[config.mk]
export PLATFORM = sky130hd
export DESIGN_NAME = counter_timer_ctrl
export DESIGN_NICKNAME = d
export VERILOG_FILES = /design/src/rtl/counter_timer_ctrl.sv
export SDC_FILE = /design/constraint.sdc
export NUM_CORES = 1
export LEC_CHECK = 0
export BUFFER_PORTS_ARGS = -buffer_cell sky130_fd_sc_hd__buf_2
export CORE_UTILIZATION = 43
export CTS_CLUSTER_DIAMETER = 200
export CTS_CLUSTER_SIZE = 20
export DETAILED_ROUTE_END_ITERATION = 12
export GPL_TIMING_DRIVEN = 1
export PLACE_DENSITY_LB_ADDON = 0.2
export RECOVER_POWER = 50
export SLEW_MARGIN = 25
export SYNTH_ARGS = -nofsm -noshare
export SYNTH_HDL_FRONTEND = slang
export SYNTH_SLANG_ARGS = --single-unit
[constraint.sdc]
create_clock -name clk -period 1.5 [get_ports clk]
set_clock_uncertainty 0.15 [all_clocks]
set_input_delay 0.375 -clock clk [delete_from_list [all_inputs] [get_ports clk]]
set_output_delay 0.375 -clock clk [all_outputs]
set_load 0.005 [all_outputs]
[src/rtl/counter_timer_ctrl.sv]
// Run sequencer for an external loadable up/down counter: loads a start value,
// lets the counter step, stops it on the terminal value and reports completion.
module counter_timer_ctrl #(
    parameter int W      = 4,
    parameter bit RELOAD = 1'b0
) (
    input  logic         clk,
    input  logic         clr,
    input  logic         start,
    input  logic [W-1:0] len,
    input  logic         dir,
    input  logic         abort,
    input  logic [W-1:0] cnt_q,
    output logic         cnt_ld,
    output logic         cnt_mode,
    output logic [W-1:0] cnt_d,
    output logic         busy,
    output logic         done,
    output logic         aborted,
    output logic [7:0]   runs
);

    typedef enum logic [1:0] {
        IDLE = 2'd0,
        LOAD = 2'd1,
        RUN  = 2'd2,
        DONE = 2'd3
    } state_t;

    state_t       state_reg, state_next;
    logic [W-1:0] len_reg;
    logic         dir_reg;
    logic [W-1:0] target;
    logic         at_target;
    logic         busy_reg, done_reg, aborted_reg;
    logic [7:0]   runs_reg;

    assign target    = dir_reg ? len_reg : '0;
    assign at_target = (cnt_q == target);
    assign cnt_mode  = dir_reg;

    // Default is "hold": reload the counter with its own value. Only a
    // non-terminal, non-aborted RUN cycle lets the counter step.
    always_comb begin
        state_next = state_reg;
        cnt_ld     = 1'b1;
        cnt_d      = cnt_q;
        case (state_reg)
            IDLE: begin
                if (start) state_next = LOAD;
            end
            LOAD: begin
                if (abort) begin
                    state_next = IDLE;
                end else begin
                    cnt_d      = dir_reg ? '0 : len_reg;
                    state_next = RUN;
                end
            end
            RUN: begin
                if (abort)          state_next = IDLE;
                else if (at_target) state_next = DONE;
                else                cnt_ld     = 1'b0;
            end
            DONE: begin
                if (abort)       state_next = IDLE;
                else if (RELOAD) state_next = LOAD;
                else             state_next = IDLE;
            end
            default: state_next = IDLE;
        endcase
    end

    always_ff @(posedge clk or negedge clr) begin
        if (!clr) begin
            state_reg   <= IDLE;
            len_reg     <= '0;
            dir_reg     <= 1'b0;
            busy_reg    <= 1'b0;
            done_reg    <= 1'b0;
            aborted_reg <= 1'b0;
            runs_reg    <= 8'd0;
        end else begin
            state_reg <= state_next;
            if (state_reg == IDLE && start) begin
                len_reg <= len;
                dir_reg <= dir;
            end
            // Status flags are registered copies of the state being entered.
            busy_reg    <= (state_next == LOAD) || (state_next == RUN);
            done_reg    <= (state_next == DONE);
            aborted_reg <= abort && (state_reg != IDLE);
            if (state_reg == DONE && !abort) runs_reg <= runs_reg + 8'd1;
        end
    end

    assign busy    = busy_reg;
    assign done    = done_reg;
    assign aborted = aborted_reg;
    assign runs    = runs_reg;

endmodule

==> results_dict.tcl <==
set metrics [dict create \
    outcome "finished, violations left" \
    first_global_vias 573 \
    cts_inserted_buffers 3 \
    layout-area-overhead-vs-synth_pct 46.1 \
    critical_path.reg2reg.endpoint "busy" \
    number_of_cells_produced_by_synthesis 79 \
    final_report_setup_violation_count 13 \
    hold_path.startpoint "dir" \
    place_hpwl_um 1260 \
    antenna_found_initial 0 \
    core-area_um2 1940 \
    crit_fanout 8 \
    design.die.area_um2 2250 \
    regToRegStartpoint "len_reg[2]" \
    drc_errors 0 \
    r2r_cells 6 \
    cp_data_required_time_ns 0.97 \
    totalWireLength_um 1740 \
    clk_path_buf_depth 2 \
    synth_area_per_cell_um2 11.2 \
    layout_worst_path_cycle_share_pct 130 \
    final.setup.tns_ns -2.58 \
    gp_routability_congestion 0.657 \
    grt_usage_pct 15.9 \
    cp_arrival_ns 1.43 \
    grt_max_degree 19 \
    cts_sinks 18 \
    antenna_cells 0 \
    max_reg_flops 8 \
    clk-insertion-delay-late_ns 0.29 \
    slew_headroom_pct 71.5 \
    start_util_pct 45.7 \
    number_of_distinct_standard_cells_referenced_by_the_synthesized_netlist 24 \
    htree_levels 1 \
    cts_tree "yes" \
    detailroute.via_count 729 \
    rows 16 \
    final_net_count 142 \
    power.static_leakage_uw 0.000657 \
    path_class "flop to output pin" \
    maxClockFrequency_mhz 511 \
    buffer_ports.inserted 29 \
    fillers 165 \
    wire_per_inst_um 11.4 \
    setup.worst_path.start_class "flop" \
    slew_viol_final 0 \
    syn-num-nets 94 \
    yosys_register_bits 18 \
    finalWorstSetupSlack_ns -0.456 \
    grt_first_pass_wirelength_um 2420 \
    worst-r2r-setup-slack_ns -0.19 \
    ios 30 \
    dieWidth_um 47.4 \
    drtAntennaViolNets 0 \
    synth_warnings 0 \
    sequential_cell_area_fraction_in_the_yosys_report_pct 50.8 \
    clockRootBuffer "sky130_fd_sc_hd__clkbuf_4" \
    worst_hold_path.endpoint "cnt_mode" \
    maxCapViolCount 0 \
    post_route_cells_drive_above_1_share_pct 54.0 \
    die_y_um 47.4 \
    cp-end-kind "output pin" \
    layout.cells.most_common_list "sky130_fd_sc_hd__buf_2, sky130_fd_sc_hd__dfrtp_1, sky130_fd_sc_hd__buf_4" \
    vias_per_std_cell 4.76 \
    final_hold_viol_count 0 \
    total_congestion_overflow 0 \
    period_needed_ns 1.96 \
    number_of_optimization_iterations_in_the_first_detailed_route_pass 4 \
    grt_setup_unrepaired "yes" \
    path_clk_slew_ns 0.10 \
    syn_area_um2 887 \
    initialDrtViolationCount 2 \
    layout_commonest_cell "sky130_fd_sc_hd__buf_2" \
    worst_ir_drop_vdd_mv 1.03 \
    worstMarginPinSlew_ns 0.428 \
    worstHoldPathType "input pin to flop" \
    power_density_nw_per_um2 1310 \
    hold_depth 2 \
    post_layout_nonfiller_instances 153 \
    failed_checks "setup timing" \
    numPlacedInstances 143 \
]
-- routing by layer --
layer  wire length (um)  global-route usage [%]  vias up
met5                  0                       0        -
met3                 72                    3.40        2
met4                 19                    8.57        0
met1                823                    22.7      335
li1                   -                       -      372
met2                829                    22.7       20
-- worst max-delay path by stage --
| stage | start | endpoint | slack [ns] | depth (start not counted) |
|---|---|---|---|---|
| floorplan | state_reg[1] | cnt_d[0] | -0.10 | 3 |
| global placement | abort | cnt_d[0] | -0.29 | 5 |
| global route | state_reg[0] | cnt_d[1] | -0.52 | 3 |
| detailed placement | abort | cnt_d[1] | -0.30 | 5 |
| finish | state_reg[0] | cnt_d[1] | -0.46 | 3 |
| CTS | state_reg[0] | cnt_d[1] | -0.42 | 3 |
-- cell usage after synthesis --
cell | instances | share of area [%]
sky130_fd_sc_hd__nand4b_1 | 2 | 2.0
sky130_fd_sc_hd__nor3_1 | 2 | 1.1
sky130_fd_sc_hd__clkbuf_2 | 1 | 0.56
sky130_fd_sc_hd__or3b_2 | 1 | 0.99
sky130_fd_sc_hd__o21bai_1 | 1 | 0.85
sky130_fd_sc_hd__nor3b_2 | 1 | 1.4
sky130_fd_sc_hd__inv_1 | 1 | 0.42
sky130_fd_sc_hd__xor2_1 | 5 | 4.9
sky130_fd_sc_hd__buf_2 | 1 | 0.56
sky130_fd_sc_hd__nand3b_2 | 1 | 1.3
sky130_fd_sc_hd__o21ai_1 | 4 | 2.3
sky130_fd_sc_hd__ha_1 | 2 | 2.8
sky130_fd_sc_hd__and3_1 | 1 | 0.71
sky130_fd_sc_hd__nor2_2 | 1 | 0.71
sky130_fd_sc_hd__or3b_1 | 1 | 0.99
sky130_fd_sc_hd__o21a_1 | 3 | 2.5
sky130_fd_sc_hd__xnor2_1 | 5 | 4.9
sky130_fd_sc_hd__mux2_2 | 6 | 7.6
sky130_fd_sc_hd__nor2_1 | 3 | 1.3
sky130_fd_sc_hd__dfrtp_1 | 18 | 51
sky130_fd_sc_hd__nand2_1 | 4 | 1.7
sky130_fd_sc_hd__o22ai_1 | 3 | 2.1
sky130_fd_sc_hd__nand3_1 | 7 | 3.9
sky130_fd_sc_hd__nand2b_1 | 5 | 3.5
-- critical path: stages (launching register included) --
cell and delay [ns]:
sky130_fd_sc_hd__dfrtp_1 0.41, sky130_fd_sc_hd__or3b_4 0.46, sky130_fd_sc_hd__o21ai_1 0.15, sky130_fd_sc_hd__buf_2 0.13
-- per-stage QoR --
step	total power (uW)	area [um2]	hold WS, ns	worst slack, ns	utilization, %
final	1700	1300	0.171	-0.456	66.8
after global routing	1830	1300	0.151	-0.524	66.8
after CTS	1660	1240	0.154	-0.421	63.9
after detailed placement	1270	1130	0.170	-0.296	58.2
after global placement	1250	1130	0.168	-0.287	58.2
after floorplan	1030	887	-0.0706	-0.103	-
-- layout make-up --
cell class / instances / area, um2 / area share [%]
multi-input combinational: 58 / 493 / 38.0
sequential: 18 / 452 / 34.8
timing repair buffer: 45 / 278 / 21.4
clock buffer: 4 / 36.3 / 2.80
tap: 27 / 33.8 / 2.61
inverter: 1 / 3.75 / 0.290
-- report_power, final --
part           leakage (uW)  switching [uW]  internal (uW)
logic              0.000405             255            420
registers          0.000231             130            607
clock network     0.0000210             141            148
total              0.000657             526           1170
-- cell families (layout without fill, tap and decap cells) --
| family | after synthesis | count (layout) | synth area share, % |
|---|---|---|---|
| AND/OR/NAND/NOR | 29 | 29 | 19.6 |
| flip-flops | 18 | 18 | 50.8 |
| multiplexers | 6 | 6 | 7.62 |
| adder cells (fa/ha/maj) | 2 | 2 | 2.82 |
| buffers and inverters | 3 | 50 | 1.55 |
| XOR/XNOR | 10 | 10 | 9.87 |
| AO/OA/AOI/OAI | 11 | 11 | 7.76 |
-- repair_timing --
item                       CTS  global route
setup endpoints to repair    8            16
hold buffers                 1             0
resized for setup            7            14
setup buffers                5             1
pin swaps                   13             1
hold endpoints to repair    18             0
Note: power is estimated with default switching activity, not from simulation.
